File: config.mk
export PLATFORM = sky130hd
export DESIGN_NAME = seg7_scan_flat
export DESIGN_NICKNAME = d
export VERILOG_FILES = /design/src/rtl/seg7_pkg.sv /design/src/rtl/seg7_scan_if.sv /design/src/rtl/seg7_decode.sv /design/src/rtl/seg7_scan.sv /design/src/flat_wrapper.sv
export SDC_FILE = /design/constraint.sdc
export NUM_CORES = 1
export LEC_CHECK = 0
export BUFFER_PORTS_ARGS = -buffer_cell sky130_fd_sc_hd__buf_4
export CELL_PAD_IN_SITES_DETAIL_PLACEMENT = 0
export CELL_PAD_IN_SITES_GLOBAL_PLACEMENT = 1
export CORE_UTILIZATION = 43
export DETAILED_ROUTE_END_ITERATION = 12
export PLACE_DENSITY_LB_ADDON = 0.1
export SYNTH_ARGS = -nofsm -noshare
export SYNTH_HDL_FRONTEND = slang
export SYNTH_SLANG_ARGS = --single-unit
File: constraint.sdc
create_clock -name clk -period 2 [get_ports clk]
set_input_delay 0.4 -clock clk [delete_from_list [all_inputs] [get_ports clk]]
set_output_delay 0.4 -clock clk [all_outputs]
set_load 0.02 [all_outputs]
File: src/rtl/seg7_pkg.sv
// Shared constants for the seven-segment scan driver: segment patterns,
// bit positions and the digit-index width helper.
package seg7_pkg;

   typedef logic [7:0] seg_t;

   // Bit 7 is the decimal point; bits 6..0 are segments a..g, active-high.
   localparam int   DP_BIT    = 7;
   localparam seg_t SEG_BLANK = 8'h00;

   localparam seg_t SEG_0 = 8'b0111_1110;
   localparam seg_t SEG_1 = 8'b0011_0000;
   localparam seg_t SEG_2 = 8'b0110_1101;
   localparam seg_t SEG_3 = 8'b0111_1001;
   localparam seg_t SEG_4 = 8'b0011_0011;
   localparam seg_t SEG_5 = 8'b0101_1011;
   localparam seg_t SEG_6 = 8'b0101_1111;
   localparam seg_t SEG_7 = 8'b0111_0000;
   localparam seg_t SEG_8 = 8'b0111_1111;
   localparam seg_t SEG_9 = 8'b0111_1011;
   localparam seg_t SEG_A = 8'b0111_0111;
   localparam seg_t SEG_B = 8'b0001_1111;
   localparam seg_t SEG_C = 8'b0100_1110;
   localparam seg_t SEG_D = 8'b0011_1101;
   localparam seg_t SEG_E = 8'b0100_1111;
   localparam seg_t SEG_F = 8'b0100_0111;

   // Width of the digit index; never narrower than one bit.
   function automatic int idx_width(input int n);
      return (n > 1) ? $clog2(n) : 1;
   endfunction

endpackage

File: src/rtl/seg7_scan_if.sv
// Datapath-side and display-side signals of the scan driver.
//
// Signalling: there is no valid/ready pair. load is a one-cycle strobe
// sampled on every rising clk edge and is always accepted (the pending
// buffer simply takes the newest value). enable is a level. All outputs
// are registered and change only on rising clk edges or async reset.
interface seg7_scan_if #(
   parameter int NUM_DIGITS = 4
);
   logic                      enable;
   logic                      load;
   logic [4*NUM_DIGITS-1:0]   din;
   logic [NUM_DIGITS-1:0]     dp_in;
   logic                      blank_lz;
   logic [7:0]                seg_out;
   logic [NUM_DIGITS-1:0]     dig_sel;
   logic                      frame_done;

   modport master (
      output enable, load, din, dp_in, blank_lz,
      input  seg_out, dig_sel, frame_done
   );

   modport slave (
      input  enable, load, din, dp_in, blank_lz,
      output seg_out, dig_sel, frame_done
   );
endinterface

File: src/rtl/seg7_decode.sv
// Combinational digit decoder: 4-bit code to segment pattern with dp,
// optional hex letters and a blanking override for leading zeros.
module seg7_decode
   import seg7_pkg::*;
(
   input  logic [3:0] code,
   input  logic       dp,
   input  logic       blank,
   input  logic       hex_en,
   output seg_t       pattern
);

   // Table lookup, then blanking clears a..g only; dp always passes through.
   always_comb begin
      pattern = SEG_BLANK;
      case (code)
         4'h0: pattern = SEG_0;
         4'h1: pattern = SEG_1;
         4'h2: pattern = SEG_2;
         4'h3: pattern = SEG_3;
         4'h4: pattern = SEG_4;
         4'h5: pattern = SEG_5;
         4'h6: pattern = SEG_6;
         4'h7: pattern = SEG_7;
         4'h8: pattern = SEG_8;
         4'h9: pattern = SEG_9;
         4'hA: pattern = hex_en ? SEG_A : SEG_BLANK;
         4'hB: pattern = hex_en ? SEG_B : SEG_BLANK;
         4'hC: pattern = hex_en ? SEG_C : SEG_BLANK;
         4'hD: pattern = hex_en ? SEG_D : SEG_BLANK;
         4'hE: pattern = hex_en ? SEG_E : SEG_BLANK;
         default: pattern = hex_en ? SEG_F : SEG_BLANK;
      endcase
      if (blank) pattern[6:0] = 7'b0;
      pattern[DP_BIT] = dp;
   end

endmodule

File: src/rtl/seg7_scan.sv
// Multiplexed N-digit seven-segment scan driver with a double-buffered
// digit value, programmable per-digit dwell and leading-zero blanking.
module seg7_scan
   import seg7_pkg::*;
#(
   parameter int NUM_DIGITS = 4,
   parameter int SCAN_DIV   = 50000,
   parameter int HEX_MODE   = 0
) (
   input  logic       clk,
   input  logic       rst_n,
   seg7_scan_if.slave bus
);

   localparam int                  IW       = idx_width(NUM_DIGITS);
   localparam int                  CW       = $clog2(SCAN_DIV);
   localparam logic [CW-1:0]       CNT_LAST = CW'(SCAN_DIV - 1);
   localparam logic [IW-1:0]       IDX_LAST = IW'(NUM_DIGITS - 1);
   localparam logic [NUM_DIGITS-1:0] SEL_ONE = NUM_DIGITS'(1);

   logic [CW-1:0]                 cnt;
   logic [IW-1:0]                 idx;
   logic [NUM_DIGITS-1:0][3:0]    disp_code;
   logic [NUM_DIGITS-1:0][3:0]    pend_code;
   logic [NUM_DIGITS-1:0]         disp_dp;
   logic [NUM_DIGITS-1:0]         pend_dp;
   logic                          pend_valid;
   logic                          wrap_pend;
   logic                          cnt_last;
   logic                          wrap;
   logic [NUM_DIGITS-1:0]         lz_run;
   logic                          lz_blank;
   logic [NUM_DIGITS-1:0]         sel_next;
   seg_t                          pattern;

   // Terminal count only counts while scanning; wrap is the last dwell
   // cycle of the most significant digit.
   assign cnt_last = bus.enable && (cnt == CNT_LAST);
   assign wrap     = cnt_last && (idx == IDX_LAST);
   assign sel_next = SEL_ONE << idx;

   // lz_run[k]: digit k and every more significant digit hold code 0.
   always_comb begin
      lz_run = '1;
      for (int k = 0; k < NUM_DIGITS; k++) begin
         for (int j = 0; j < NUM_DIGITS; j++) begin
            if ((j >= k) && (disp_code[j] != 4'h0)) lz_run[k] = 1'b0;
         end
      end
   end

   // Digit 0 is never blanked so an all-zero value still shows "0".
   assign lz_blank = bus.blank_lz && (idx != '0) && lz_run[idx];

   seg7_decode u_decode (
      .code    (disp_code[idx]),
      .dp      (disp_dp[idx]),
      .blank   (lz_blank),
      .hex_en  (HEX_MODE != 0),
      .pattern (pattern)
   );

   // Prescaler and digit index; both freeze while enable is low.
   always_ff @(posedge clk or negedge rst_n) begin
      if (!rst_n) begin
         cnt <= '0;
         idx <= '0;
      end else if (bus.enable) begin
         cnt <= cnt_last ? '0 : cnt + 1'b1;
         if (cnt_last) idx <= (idx == IDX_LAST) ? '0 : idx + 1'b1;
      end
   end

   // Double buffer: loads land in pending, pending moves to display only
   // at a wrap, so a frame never mixes two loads. A load coinciding with
   // the wrap bypasses pending and is shown in the frame starting then.
   always_ff @(posedge clk or negedge rst_n) begin
      if (!rst_n) begin
         disp_code  <= '0;
         disp_dp    <= '0;
         pend_code  <= '0;
         pend_dp    <= '0;
         pend_valid <= 1'b0;
      end else if (bus.load && wrap) begin
         disp_code  <= bus.din;
         disp_dp    <= bus.dp_in;
         pend_valid <= 1'b0;
      end else if (bus.load) begin
         pend_code  <= bus.din;
         pend_dp    <= bus.dp_in;
         pend_valid <= 1'b1;
      end else if (wrap && pend_valid) begin
         disp_code  <= pend_code;
         disp_dp    <= pend_dp;
         pend_valid <= 1'b0;
      end
   end

   // Remembers a wrap until the first enabled output update, so frame_done
   // lines up with the first registered select of digit 0.
   always_ff @(posedge clk or negedge rst_n) begin
      if (!rst_n)          wrap_pend <= 1'b0;
      else if (wrap)       wrap_pend <= 1'b1;
      else if (bus.enable) wrap_pend <= 1'b0;
   end

   // Registered display outputs, one cycle behind index/display state.
   always_ff @(posedge clk or negedge rst_n) begin
      if (!rst_n) begin
         bus.seg_out    <= SEG_BLANK;
         bus.dig_sel    <= '0;
         bus.frame_done <= 1'b0;
      end else if (bus.enable) begin
         bus.seg_out    <= pattern;
         bus.dig_sel    <= sel_next;
         bus.frame_done <= wrap_pend;
      end else begin
         bus.seg_out    <= SEG_BLANK;
         bus.dig_sel    <= '0;
         bus.frame_done <= 1'b0;
      end
   end

endmodule
File: src/flat_wrapper.sv
// flat-port wrapper written by rule: the top's interface ports become plain ports
module seg7_scan_flat import seg7_pkg::*;
#(
   parameter int NUM_DIGITS = 4,
   parameter int SCAN_DIV   = 50000,
   parameter int HEX_MODE   = 0
)
  (clk, rst_n, bus_enable, bus_load, bus_din, bus_dp_in, bus_blank_lz, bus_seg_out, bus_dig_sel, bus_frame_done);
  seg7_scan_if #(.NUM_DIGITS(NUM_DIGITS)) bus_i ();
  input  logic clk;
  input  logic rst_n;
  input wire logic [$bits(bus_i.enable)-1:0] bus_enable;
  input wire logic [$bits(bus_i.load)-1:0] bus_load;
  input wire logic [$bits(bus_i.din)-1:0] bus_din;
  input wire logic [$bits(bus_i.dp_in)-1:0] bus_dp_in;
  input wire logic [$bits(bus_i.blank_lz)-1:0] bus_blank_lz;
  output wire logic [$bits(bus_i.seg_out)-1:0] bus_seg_out;
  output wire logic [$bits(bus_i.dig_sel)-1:0] bus_dig_sel;
  output wire logic [$bits(bus_i.frame_done)-1:0] bus_frame_done;
  assign bus_i.enable = bus_enable;
  assign bus_i.load = bus_load;
  assign bus_i.din = bus_din;
  assign bus_i.dp_in = bus_dp_in;
  assign bus_i.blank_lz = bus_blank_lz;
  assign bus_seg_out = bus_i.seg_out;
  assign bus_dig_sel = bus_i.dig_sel;
  assign bus_frame_done = bus_i.frame_done;
  seg7_scan #(.NUM_DIGITS(NUM_DIGITS), .SCAN_DIV(SCAN_DIV), .HEX_MODE(HEX_MODE)) u_core (.clk(clk), .rst_n(rst_n), .bus(bus_i));
endmodule
==> qor.txt <==
Tmin final: 1910 ps
Setup violators final: 0
Setup TNS: 0 ps
Reg2reg setup slack: 90 ps
Syn_nets: 295
HP Class: in2reg
Vias: 2258
Worst R2R End: u_core.pend_code[2]
Die W: 92.0 µm
Vias in the first global route: 2256
WL final: 6.53 mm
Yosys synthesis warning count: 0
Root buffer cell: clkbuf_8
Synth Cell Area: 3480 µm²
Number of synthesized register bits: 73
Initial Util: 44.8%
Worst hold slack: 268 ps
First-pass GRT wire length: 11.2 mm
Synth cell types: 48
Dominant cell type by area after synthesis: dfrtp_1
Yosys top cell area share: 52.5%
Initial DRT Pass Iterations: 4
Setup crit end: u_core.pend_code[2]
Dominant cells by area after synthesis: dfrtp_1 52%, mux2_2 13%, mux2_1 7.1%
Status: completed
Post-synthesis sequential area ratio: 52.5%
Worst Setup SP: u_core.cnt[13]
Commonest non-fill, non-tap cell in the layout: dfrtp_1
Number of buffers added on ports: 37
WL per Instance: 15.2 µm
Synth Flop Type: dfrtp_1
Worst skew pair latency: 350 ps
Tcrit/Tclk final: 95.6%
Worst path bufs/invs: 1
Worst VDD drop: 0.378 mV
IO Pins: 38
Via-to-Cell Ratio: 5.25
Die height: 92.0 µm
Die area: 8460 µm²
Crit path cell chain: nor4bb_2 > and4_2 > a31o_2 > buf_12 > mux2_1
Commonest cells after routing, fill and taps aside: 72 x dfrtp_1, 57 x buf_4, 39 x mux2_2, 22 x mux2_1, 13 x nor2_1
Post-DP HPWL: 4.71 mm
Overall Power: 3110 µW
Placer Congestion: 0.806
CP Capture Type: flop
Antenna violations before repair: 0
DRC viols: 0
GRT overflow: 0
H-tree lvl count: 3
Stages on worst setup path: 5
CP Class: reg2reg
Crit path max-delay cell type: dfrtp_1
RSZ-0062 raised after global routing: false
Fin. Hold Viols: 0
CP Data Arrival Time: 2140 ps
FILL cells: 699
GRT Total Usage: 17.2%
Inserted Clock Buffers: 9
Placeable Area: 7770 µm²
Type of origin of the critical path: flop
Setup ws final: 88.7 ps
Clock Pin Slew Worst Setup and Hold Paths: 80 ps
Layout area overhead: 21.2%
Critical path required time: 2230 ps
Max incr delay on CP: 420 ps
Post-synth EDFFs: 0
Fin. max-slew vios: 0
CTS Buffer Depth: 2
Share of cells above drive strength 1: 39.6%
Cell Pwr Density: 739 nW/µm²
Number of DRC markers in iteration 0: 89
Place WS: 44.3 ps
Clock Skew: 12.7 ps
Postcts setup bufs: 0
CTS tree: done
Worst Max-Slew Pin Slew: 351 ps
RR Startpoint: u_core.cnt[13]
Clock Sink Count: 73
Post-synthesis average cell area: 13.1 µm²
# rows: 32
Largest net degree at the start of global routing: 31
Lkg Pwr: 0.00200 µW
Max Fclk: 523 MHz
Final Net Count: 353
Max transition margin: 76.6%
Max-cap violations: 0
CP top delay family: simple AND/OR/NAND/NOR gates
Fin util: 54.3%
Post-Synthesis Cells: 265
Ant. Diodes: 0
Max FO, Critical Path: 14
Final ANT Viol Nets: 0
Ys async rst share: 100%
Worst R2R Path Depth: 5
[per-layer routing]
layer  global-route usage [%]  routed length, µm  vias up
met1                     24.4               3330     1133
met2                     25.4               2850       46
li1                         -                  -     1068
met5                        0                  0        -
met4                     8.98                130        0
met3                     2.82                214       11
[kinds of logic after synthesis]
logic type | after synthesis | synth area share, %
mux | 66 | 23.1
compound gates | 23 | 5.61
simple gates | 65 | 10.8
buf+inv | 20 | 2.98
fa+ha+maj | 5 | 1.80
flops | 73 | 52.5
xor+xnor | 13 | 3.27
[where the power goes]
part | total [µW] | internal (µW) | switching, µW
logic | 346 | 186 | 161
registers | 1650 | 1570 | 78.0
clock network | 1120 | 570 | 548
[how the worst min path moves through the flow]
| stage | to | depth (start not counted) | from |
|---|---|---|---|
| 3_5_place_dp | u_core.cnt[12] | 1 | rst_n |
| 6_report | u_core.pend_code[8] | 2 | bus_din[8] |
| 5_1_grt | u_core.pend_code[8] | 2 | bus_din[8] |
| 4_1_cts | u_core.pend_code[8] | 2 | bus_din[8] |
| 3_3_place_gp | u_core.cnt[12] | 1 | rst_n |
| 2_1_floorplan | u_core.bus.dig_sel[0] | 0 | rst_n |
[state kept, by name (all words and copies together), names as in the netlist]
| name | count |
|---|---|
| u_core.idx | 2 |
| u_core.disp_dp | 4 |
| u_core.wrap_pend | 1 |
| u_core.cnt | 16 |
| u_core.pend_code | 16 |
| u_core.pend_valid | 1 |
| u_core.bus.frame_done | 1 |
| u_core.pend_dp | 4 |
| u_core.disp_code | 16 |
| u_core.bus.dig_sel | 4 |
| u_core.bus.seg_out | 8 |
[cell usage after synthesis (5+ instances only)]
cell type and count:
xor2_1 5, and2_1 7, xnor2_1 8, ha_1 5
nor4_1 6, mux2_2 39, a21oi_1 6, inv_1 7
nand2_1 7, nand3_1 6, buf_2 5, mux2_1 22
dfrtp_1 73, nor2_1 14, nor3_1 5, clkbuf_1 5
[final cells by class]
type | count | area (µm²) | area share (%)
Clock inverter | 6 | 58.8 | 1.39
Inverter | 7 | 26.3 | 0.623
Sequential cell | 73 | 1830 | 43.4
Multi-Input combinational cell | 172 | 1570 | 37.2
Tap cell | 102 | 128 | 3.03
Clock buffer | 10 | 128 | 3.03
Timing Repair Buffer | 60 | 478 | 11.3
[through the flow]
stage / area [µm²] / std cells
3_5_place_dp: 4010 / 413
3_3_place_gp: 4010 / 413
6_report: 4220 / 430
5_1_grt: 4220 / 430
2_1_floorplan: 3490 / 265
4_1_cts: 4210 / 430
[what timing repair did]
action                                  4_1_cts  5_1_grt
endpoints found under the hold margin        24        0
hold buffers                                  1        0
endpoints found under the setup margin        0       28
gates resized for setup                       0        4
Note: power is estimated with default switching activity, not from simulation.
